## src/rtl/rv_run_ctrl.sv

```systemverilog
// rv_run_ctrl: run controller and completion monitor for the rv_pl pipeline.
// It sequences the core reset, counts RUN cycles, detects halt instructions
// on the retire stream and captures one watched register from writeback.
// Optional build macro RV_RUN_CTRL_PERF_EN adds retire_cnt and perf_sat.
module rv_run_ctrl #(
  parameter int unsigned     XLEN       = 32,
  parameter int unsigned     CNT_W      = 32,
  parameter int unsigned     RST_CYCLES = 2,
  parameter int unsigned     TIMEOUT    = 200,
  parameter int unsigned     WATCH_REG  = 10,
  parameter logic [XLEN-1:0] EXPECT     = XLEN'(55)
) (
  input  logic             clk,
  input  logic             rst_n,
  input  logic             start,
  input  logic             retire_valid,
  input  logic [XLEN-1:0]  retire_pc,
  input  logic [31:0]      retire_instr,
  input  logic             wb_en,
  input  logic [4:0]       wb_rd,
  input  logic [XLEN-1:0]  wb_data,
  output logic             core_rst_n,
  output logic             busy,
  output logic             done,
  output logic             pass,
  output logic             timeout,
  output logic [XLEN-1:0]  result,
  output logic [CNT_W-1:0] cycle_cnt
`ifdef RV_RUN_CTRL_PERF_EN
  ,
  output logic [CNT_W-1:0] retire_cnt,
  output logic             perf_sat
`endif
);

  localparam logic [31:0] INSTR_EBREAK = 32'h0010_0073;
  localparam logic [31:0] INSTR_ECALL  = 32'h0000_0073;
  localparam logic [31:0] INSTR_JSELF  = 32'h0000_006F;
  localparam int unsigned RC_W         = $clog2(RST_CYCLES + 1);
  localparam logic [4:0]  WATCH_IDX    = 5'(WATCH_REG);

  typedef enum logic [1:0] {
    ST_IDLE  = 2'd0,
    ST_RESET = 2'd1,
    ST_RUN   = 2'd2,
    ST_DONE  = 2'd3
  } state_t;

  state_t            state_q;
  state_t            state_d;
  logic              busy_d;
  logic              core_rst_n_d;
  logic [RC_W-1:0]   rst_cnt;
  logic              halt;
  logic              at_limit;
  logic              capture;
  logic [XLEN-1:0]   result_new;
  logic [CNT_W-1:0]  cycle_inc;

  // The retire PC is not needed to recognise a halt; it is only folded here.
  logic unused_pc;
  assign unused_pc = ^retire_pc;

  function automatic logic [CNT_W-1:0] sat_inc(input logic [CNT_W-1:0] v);
    return (&v) ? v : v + CNT_W'(1);
  endfunction

  assign halt       = retire_valid && ((retire_instr == INSTR_EBREAK) ||
                                       (retire_instr == INSTR_ECALL)  ||
                                       (retire_instr == INSTR_JSELF));
  assign at_limit   = (cycle_cnt == CNT_W'(TIMEOUT - 1));
  assign capture    = (state_q == ST_RUN) && wb_en && (WATCH_REG != 0) &&
                      (wb_rd == WATCH_IDX);
  // A write landing in the halt cycle must be the value pass is judged on.
  assign result_new = capture ? wb_data : result;
  assign cycle_inc  = sat_inc(cycle_cnt);

  // State register plus the registered state-decoded outputs.
  always_ff @(posedge clk or negedge rst_n) begin
    if (!rst_n) begin
      state_q    <= ST_IDLE;
      busy       <= 1'b0;
      core_rst_n <= 1'b0;
    end else begin
      state_q    <= state_d;
      busy       <= busy_d;
      core_rst_n <= core_rst_n_d;
    end
  end

  // Next-state logic; halt takes priority over the timeout limit.
  always_comb begin
    state_d = state_q;
    case (state_q)
      ST_IDLE, ST_DONE: if (start) state_d = ST_RESET;
      ST_RESET:         if (rst_cnt == RC_W'(1)) state_d = ST_RUN;
      ST_RUN:           if (halt || at_limit) state_d = ST_DONE;
      default:          state_d = ST_IDLE;
    endcase
  end

  // Output decode of the upcoming state, so busy/core_rst_n come from flops.
  always_comb begin
    busy_d       = 1'b0;
    core_rst_n_d = 1'b0;
    case (state_d)
      ST_RESET: busy_d = 1'b1;
      ST_RUN: begin
        busy_d       = 1'b1;
        core_rst_n_d = 1'b1;
      end
      ST_DONE:  core_rst_n_d = 1'b1;
      default: ;
    endcase
  end

  // Run bookkeeping: reset countdown, cycle count, capture and verdict flags.
  always_ff @(posedge clk or negedge rst_n) begin
    if (!rst_n) begin
      rst_cnt   <= '0;
      cycle_cnt <= '0;
      result    <= '0;
      done      <= 1'b0;
      pass      <= 1'b0;
      timeout   <= 1'b0;
    end else begin
      case (state_q)
        ST_IDLE, ST_DONE: begin
          if (start) begin
            rst_cnt   <= RC_W'(RST_CYCLES);
            cycle_cnt <= '0;
            result    <= '0;
            done      <= 1'b0;
            pass      <= 1'b0;
            timeout   <= 1'b0;
          end
        end
        ST_RESET: rst_cnt <= rst_cnt - RC_W'(1);
        ST_RUN: begin
          cycle_cnt <= cycle_inc;
          if (capture) result <= wb_data;
          if (halt) begin
            done <= 1'b1;
            pass <= (result_new == EXPECT);
          end else if (at_limit) begin
            done    <= 1'b1;
            timeout <= 1'b1;
          end
        end
        default: ;
      endcase
    end
  end

`ifdef RV_RUN_CTRL_PERF_EN
  logic [CNT_W-1:0] retire_inc;
  assign retire_inc = sat_inc(retire_cnt);

  // Retire counter and sticky saturation flag, both cleared by a new run.
  always_ff @(posedge clk or negedge rst_n) begin
    if (!rst_n) begin
      retire_cnt <= '0;
      perf_sat   <= 1'b0;
    end else begin
      case (state_q)
        ST_IDLE, ST_DONE: begin
          if (start) begin
            retire_cnt <= '0;
            perf_sat   <= 1'b0;
          end
        end
        ST_RUN: begin
          if (retire_valid) retire_cnt <= retire_inc;
          if ((&cycle_inc) || (retire_valid && (&retire_inc))) perf_sat <= 1'b1;
        end
        default: ;
      endcase
    end
  end
`endif

endmodule

```

## config.mk

```make
export PLATFORM = sky130hd
export DESIGN_NAME = rv_run_ctrl
export DESIGN_NICKNAME = d
export VERILOG_FILES = /design/src/rtl/rv_run_ctrl.sv
export SDC_FILE = /design/constraint.sdc
export NUM_CORES = 1
export LEC_CHECK = 0
export CAP_MARGIN = 30
export CORE_MARGIN = 10
export CORE_UTILIZATION = 43
export DETAILED_ROUTE_END_ITERATION = 12
export PLACE_DENSITY_LB_ADDON = 0.3
export SLEW_MARGIN = 40
export SYNTH_ARGS = -nofsm -noshare
export SYNTH_HDL_FRONTEND = slang
export SYNTH_SLANG_ARGS = --single-unit
```

## constraint.sdc

```tcl
create_clock -name clk -period 3.2 [get_ports clk]
set_clock_uncertainty 0.05 [all_clocks]
set_input_delay 0.64 -clock clk [delete_from_list [all_inputs] [get_ports clk]]
set_output_delay 0.64 -clock clk [all_outputs]
set_load 0.05 [all_outputs]
```

* Word level (Yosys, flattened, before mapping)
Index checks and enable logic that the tools add are counted.
** Storage, ports and cells
- Register bits after elaboration :: 73
- Input bits :: 106
- Output and inout port bits :: 69
- Word-level logic and storage cells :: 70
** Cells by class
- Add/subtract/negate cells :: 2
- Eq/ne operators :: 19
- Multiplexer cells :: 21
- Reduce and logical (&&, ||, !) cells :: 19
** Operator list (count)
- $pmux 32 s2 :: 2
- $mux 32 :: 3
- $eq 32x7->1 const B :: 2
- $add 32x1->32 const B :: 1
- $eq 32x21->1 const B :: 1
- $eq 32x6->1 const B :: 1
- $eq 32x8->1 const B :: 1
- $reduce_and 32->1 :: 1
- $ne 2x2->1 const B :: 5
- $reduce_and 3->1 :: 3
- $eq 2x2->1 const B :: 4
- $mux 2 :: 4
- $mux 1 :: 7
- $eq 2x1->1 const B :: 3
- $pmux 1 s2 :: 3
- $pmux 2 s3 :: 1
- $reduce_or 2->1 :: 3
- $eq 5x4->1 const B :: 1
- $pmux 2 s2 :: 1
- $reduce_and 2->1 :: 2
- $reduce_and 4->1 :: 1
- $reduce_bool 2->1 :: 2
- $logic_and 1x1->1 :: 3
- $logic_or 1x1->1 :: 3
- 3 further kinds :: 3

* Depth between registers and ports, before layout
Gate-level depths: netlist (run 1).
- Depth after elaboration :: 10
- Mapped depth :: 9
- Depth with buffers taken out :: 7

* Worst setup path after synthesis (run 1)
Ideal clock, no wire load.
- Path kind :: flip-flop to flip-flop
- Start :: reg core_rst_n (netlist name)
- End :: reg cycle_cnt[22]
- Data arrival time :: 2.461 ns
- Required time :: 3.073 ns
- Path slack :: 0.612 ns
- Cell stages (with the launch flop) :: 9
- Buffers on the path :: 1
- Path through :: dfrtp_1 -> inv_1 -> ha_1 -> buf_4 -> mux2i_4 -> nor2_1 -> nand2_2 -> or4_1 -> a21oi_1
** RTL lines
- end signal: assignment :: line 140 : cycle_cnt <= cycle_inc;
- end: declaration :: line 28 : output logic [CNT_W-1:0] cycle_cnt

* Final worst setup path (run 1)
- Start :: reg state_q[0]
- End :: reg cycle_cnt[22]
** Between the ends
- Word-level cells in the longest chain between the ends :: 4
- Elaborated cells between the ends (all ways) :: 9
- Those cells by class :: eq/ne (4); mux (1); reduce/logical (4)
** Ends and longest elaborated chain
- start: declaration :: line 49 : state_t state_q;
- start signal: assignment :: line 85 : state_q <= state_d;
- $eq 2x2->1 or $logic_not 2->1 (tied branches) :: line 127 : case (state_q)
- $reduce_or 2->1 :: line 127
- $ne 2x2->1 (no source line) or $reduce_bool 2->1 (tied branches)
- $reduce_and 3->1 (no source line)
Parallel ways exist; a longest one is shown, timed or not.
A chain may end at the register's enable or synchronous reset.

==> metrics.md, run 1 <==
| Metric | Value |
|---|---|
| Clock buffer depth | 2 |
| Most used DFF post-synth | dfrtp_1 |
| Placed cell area | approximately 5500 µm² |
| Antenna viol nets, final | 0 |
| Fin crit period | 2.52 ns |
| WL final | 13.2 mm |
| Crit path cell chain | inv_1 > ha_1 > mux2i_4 > nor2_1 > nand2_2 > or4_1 > a21oi_1 |
| Worst Tran Pin Value | 0.729 ns |
| Fin util | between 60% and 70% |
| Largest net degree at the start of global routing | 44 |
| Diode count | 0 |
| CORE AREA | 9110 µm² |
| CTS buffer count | 9 |
| Initial antenna violation count | 0 |
| FMAX | 398 MHz |
| Class of the worst hold path | in2async |
| Unrepaired setup endpoints after global routing | no |
| 1st-iter DRT viols | 222 |
| Via density | ~6.2 |
| WP data arrival | about 2.8 ns |
| Post-DP HPWL | 10.0 mm |
| Setup CP Type | reg2reg |
| Slowest CP cell | or4_1 |
| Top cell type's share of synthesized area | 45.2% |
| Clk root buf | clkbuf_8 |
| Post-synthesis register bit count | 72 |
| Slew Limit Fails | 0 |
| Worst-path clk slew | 0.09 ns |
| Rel. slew slack | between 50 and 60% |
| Async SR Flop Fraction | 100% |
| Sw Pwr | 0.913 mW |
| Total gr overflow | 0 |
| Cts hold-fix bufs | 0 |
| Row count | 35 |
| Most common cell in the synthesized netlist | dfrtp_1 |
| Die Y-Extent | 116 µm |
| Mapped Area | ~4000 µm² |
| Wirelength per Cell | 19.6 µm |
| Critical-path maximum fanout | 13 |
| Vias | 4,129 |
| Post-Syn Instances | between 400 and 500 |
| Logic pwr share | 32.3% |
| # H-tree levels | 3 |
| Mean post-synth cell area | between 9 and 10 µm² |
| Reg power frac | 39.6% |
| CTS tree | done |
| Register area share after synthesis | a little under half |
| Vias in the first global route | 4,023 |
| Global-route wire length before repair | ~21 mm |
| Setup TNS | 0 ns |
| Hold Vio Cnt, Final | 0 |
| Routability cong. | 0.897 |
| Final std cell area, no fill | 5710 µm² |
| Final period util | 78.6% |
| Tot GR Track Use | 19.6% |
| Sw Share | 36.8% |
| Area delta synth->final | 43.2% |
| Post-Synthesis Net Count | 525 |
| TritonRoute pass-1 iters | 7 |
| Port-buffer cells | 142 |
| Max VDD drop | 0.297 mV |
| Clock Sinks | 72 |
| Leakage | between 2 and 2.5 nW |
| EDFF count, synth | 0 |
| # resized after CTS | 0 |
| Die area | 13,500 µm² |
| DRC | 0 |
| Leading area contributor after synthesis | dfrtp_1 |
| CP endpoint kind | register |
| Outcome | finished, final reports clean |
| Crit path launch type | register |
| Setup bufs post-CTS | 0 |
| Clock power share | 28.1% |
| Die Wd | around 120 µm |
| Critical Path Max Stage Delay | 0.54 ns |
| Synth warnings | 0 |
| Power per Cell Area | 434 nW/µm² |
| Final #Nets | roughly 670 |
| Layout cells sized above 1 | 8.39% |
| Most frequent cells after synthesis | 72 x dfrtp_1, 31 x a22o_1, 31 x nand2_1 |
| I/O pin count | 175 |
| MaxCap Viol Count | 0 |
| Final Setup Violations | 0 |
| Cell variety after synth | 65 |
| Most area-consuming cells after synthesis | dfrtp_1 45%, a22o_1 6.8%, nor4_1 4.2%, a21oi_1 3.5%, nand4_1 3.0% |
| Required @ worst endpoint | 3.44 ns |
| Clock Latency Late Sink | 0.37 ns |
| Initial Util | around 44% |
| Cell Int Power | 1.57 mW |
-- per-layer routing --
| metal | global-route usage (%) | share of wire (%) | up-vias |
|---|---|---|---|
| met5 | 0 | 0 | - |
| met4 | 6.84 | 2.3 | 0 |
| met3 | 5.65 | 7.3 | 22 |
| met2 | 32.1 | 48 | 162 |
| met1 | 24.2 | 42 | 2037 |
| li1 | - | - | 1908 |
-- path summary, 6_finish.rpt --
path | start | to | slack [ns] | cells after the start
worst max-delay path | state_q[0] | cycle_cnt[22] | 0.68 | 7
worst min-delay path | rst_n | result[2] | 0.26 | 1
worst max register to register | state_q[0] | cycle_cnt[22] | 0.68 | 7
worst min register to register | timeout | timeout | 0.45 | 1
max in group asynchronous | rst_n | cycle_cnt[15] | 2.14 | 2
min in group clk | timeout | timeout | 0.45 | 1
-- worst max-delay path: cells and delay by family, from the launching register on --
family	cells	cell delay (ns)
AOI/OAI and AO/OA	1	0.15
muxes	1	0.12
DFF	1	0.41
and+or+nand+nor	3	1.14
buffers and inverters	1	0.10
adders and majority gates	1	0.47
-- kinds of logic (layout without fill, tap and decap cells) --
family | Yosys count | after routing | synth area share [%]
buffers and inverters | 31 | 177 | 3.45
AND/OR/NAND/NOR | 190 | 190 | 28.8
multiplexers | 3 | 3 | 1.13
AO/OA/AOI/OAI | 111 | 111 | 19.3
adder cells (fa/ha/maj) | 5 | 5 | 1.57
flip-flops | 72 | 72 | 45.2
XOR/XNOR | 2 | 2 | 0.440
-- final cells by class --
class	instances	area, µm²
multi-input combinational	311	2050
inverter	11	41.3
timing repair buffer	150	1490
sequential	72	1800
clock inverter	6	50.0
tap	111	139
clock buffer	10	138
fill	779	3400
-- placed cells by master (no fill, tap or decap), types with 7 or more instances in the layout --
cell,netlist,final
clkdlybuf4s50_1,0,141
nand2_1,31,31
inv_1,11,11
dfrtp_1,72,72
o21ai_0,21,21
and4_1,9,9
or3_1,11,11
nor2_1,23,22
nand3_1,17,17
or4_1,8,8
buf_4,1,7
a22o_1,31,31
clkbuf_8,0,10
nor3_1,10,10
o31ai_1,7,7
nand4_1,19,19
nor4_1,27,27
a21oi_1,28,28
-- power by group through the flow --
| stage | clock (mW) | sequential, mW | combinational, mW |
|---|---|---|---|
| after floorplan | 0 | 1.05 | 0.464 |
| after global placement | 0 | 0.996 | 0.777 |
| after detailed placement | 0 | 0.997 | 0.791 |
| after CTS | 0.703 | 0.981 | 0.796 |
| after global routing | 0.743 | 0.988 | 0.873 |
| final | 0.697 | 0.982 | 0.800 |
-- sequential cells by signal, indices dropped and copies added, names as in the netlist --
name,cells
pass,1
result,32
timeout,1
done,1
core_rst_n,1
busy,1
rst_cnt,2
state_q,1
cycle_cnt,32
-- per-stage QoR --
step | setup WS [ns] | instances | power [mW] | hold slack, ns
2_1_floorplan | 0.612 | 414 | 1.51 | 0.294
3_3_place_gp | 0.553 | 655 | 1.77 | 0.427
3_5_place_dp | 0.526 | 655 | 1.79 | 0.431
4_1_cts | 0.687 | 671 | 2.48 | 0.293
5_1_grt | 0.488 | 671 | 2.60 | 0.320
6_report | 0.685 | 671 | 2.48 | 0.259
No activity file was read; power rests on OpenSTA's default activity.
==> run 2, diff against run 1 <==
==> constraint.sdc (replaced) <==
create_clock -name clk -period 2.4 [get_ports clk]
set_clock_uncertainty 0.05 [all_clocks]
set_input_delay 0.48 -clock clk [delete_from_list [all_inputs] [get_ports clk]]
set_output_delay 0.48 -clock clk [all_outputs]
set_load 0.05 [all_outputs]
==> run 2 against run 1 <==
Against the previous run: critical endpoint is now cycle_cnt[4]; first-iteration DRC count grew 17%; cell area grew 3.2%; critical path depth shrank 6; final cell count grew 2.2%; clock power grew 43%; core utilization grew 2.0 points; hold slack gained 0.20 ns; combinational power grew 48%; global-route usage grew 0.22 points.
==> metrics.md, run 2 (same netlist as run 1, synthesis figures left out) <==
| Metric | Value |
|---|---|
| Vias | slightly above 4,000 |
| Final worst setup slack | 0.116 ns |
| Global-route wire length before repair | about 21 mm |
| Diode count | 0 |
| Pre-CTS setup slack | 0.0589 ns |
| Area delta synth->final | 47.8% |
| Largest net degree at the start of global routing | 41 |
| Initial Util | 43.7% |
| Crit path launch type | register |
| CP endpoint kind | output port |
| Setup CP Type | reg2out |
| Highest-count cells in the layout ignoring fill and taps | 141 x clkdlybuf4s50_1, 71 x dfrtp_1, 31 x nand2_1, 31 x a22o_1, 28 x a21oi_1 |
| Power per Cell Area | 593 nW/µm² |
| Clock Latency Late Sink | 0.36 ns |
| Row count | 35 |
| Die area | between 10,000 and 15,000 µm² |
| Power Total | 3.49 mW |
| Required @ worst endpoint | between 1.5 and 2 ns |
| FMAX | 438 MHz |
| Unrepaired setup endpoints after global routing | no |
| Final Setup Violations | 0 |
| Final period util | 95.2% |
| Buffers & Inverters on Critical Path | 1 |
| WL final | 13.2 mm |
| Routability cong. | 0.865 |
| I/O pin count | 175 |
| # H-tree levels | 3 |
| Slew Limit Fails | 0 |
| Fin crit period | around 2.3 ns |
| R2R Setup Slk | 0.14 ns |
| Reg2reg start | core_rst_n |
| Hold Vio Cnt, Final | 0 |
| Top flop regs | cycle_cnt x32, result x32, rst_cnt x2 |
| Tot GR Track Use | 19.9% |
| Worst-path clk slew | around 0.080 ns |
| Initial antenna violation count | 0 |
| Via density | 5.94 |
| Critical Path Max Stage Delay | 0.88 ns |
| Crit Reg-Reg Endpoint | cycle_cnt[29] |
| Critical-path maximum fanout | 9 |
| CP startpoint | cycle_cnt[4] |
| Placed cell area | 5660 µm² |
| Die Wd | 116 µm |
| Vias in the first global route | 4,146 |
| Leakage | ~2.3 nW |
| Clock Sinks | 72 |
| CTS tree | done |
| Port-buffer cells | 142 |
| DRC | 0 |
| Final std cell area, no fill | 5890 µm² |
| CTS buffer count | 9 |
| MaxCap Viol Count | 0 |
| Crit path cell chain | clkdlybuf4s50_1 |
| Wirelength per Cell | about 19 µm |
| Commonest non-fill, non-tap cell in the layout | clkdlybuf4s50_1 |
| CP top delay family | buffers and inverters |
| TritonRoute pass-1 iters | 4 |
| Class of the worst hold path | reg2reg |
| Setup TNS | 0 ns |
| Outcome | finished, final reports clean |
| Post-DP HPWL | 10.3 mm |
| Final #Nets | 681 |
| Setup crit end | cycle_cnt[4] |
| Setup bufs post-CTS | 0 |
| Layout cells sized above 1 | between 10% and 20% |
| Die Y-Extent | roughly 120 µm |
| Clk root buf | clkbuf_8 |
| Total gr overflow | 0 |
| Max VDD drop | 0.416 mV |
| CORE AREA | 9110 µm² |
| Rel. slew slack | 63.6% |
| 1st-iter DRT viols | 260 |
| WP depth | 1 |
| Clock buffer depth | 2 |
| Slowest CP cell | clkdlybuf4s50_1 |
| Worst Tran Pin Value | approximately 0.54 ns |
| Cells on worst reg2reg path | 7 |
| Antenna viol nets, final | 0 |
| WP data arrival | 1.75 ns |
==> run 2: area by class of cell <==
class	count	area (µm²)
repair buffers	165	1640
clock buffers	11	141
flip-flops and latches	72	1800
inverters	11	41.3
clock inverters	5	63.8
fillers	750	3220
multi-input cells	311	2060
well taps	111	139
==> run 2: worst reg2reg max path: stages (launching register included) <==
cell       delay, ns
dfrtp_2         0.44
inv_1           0.09
ha_2            0.33
mux2i_4         0.24
nor2_1          0.18
o2111ai_2       0.23
or4_1           0.52
o21ai_1         0.09
==> run 2: worst min-delay path by stage <==
stage	start	endpoint	slack [ns]	cells past startpoint
2_1_floorplan	rst_n	busy	0.13	0
3_3_place_gp	rst_n	busy	0.37	1
3_5_place_dp	rst_n	busy	0.38	1
4_1_cts	done	done	0.47	2
5_1_grt	result[7]	result[7]	0.50	1
6_report	done	done	0.46	2
==> run 2: per-layer routing <==
layer / GRT usage [%] / vias to the layer above / wire length, µm
met1: 24.7 / 1983 / 5420
li1: - / 1941 / -
met5: 0 / - / 0
met4: 6.67 / 0 / 207
met3: 4.88 / 17 / 1120
met2: 32.9 / 137 / 6470
==> run 2: what timing repair did <==
action                                  in CTS  in global routing
hold buffers                                 1                  0
hold endpoints to repair                    11                  0
resized for setup                            0                  3
endpoints found under the setup margin       0                 16
==> run 2: metrics by stage <==
| stage | hold slack, ns | util (%) | cells |
|---|---|---|---|
| floorplan | 0.134 | - | 414 |
| global placement | 0.373 | 62.2 | 669 |
| detailed placement | 0.379 | 62.2 | 669 |
| CTS | 0.466 | 64.5 | 686 |
| global route | 0.503 | 64.7 | 686 |
| finish | 0.458 | 64.7 | 686 |
==> run 2: report_power, final <==
part	switching, mW	internal (mW)	total (mW)
Clock	0.485	0.518	1.00
Sequential	0.0446	1.26	1.31
Combinational	0.685	0.499	1.18
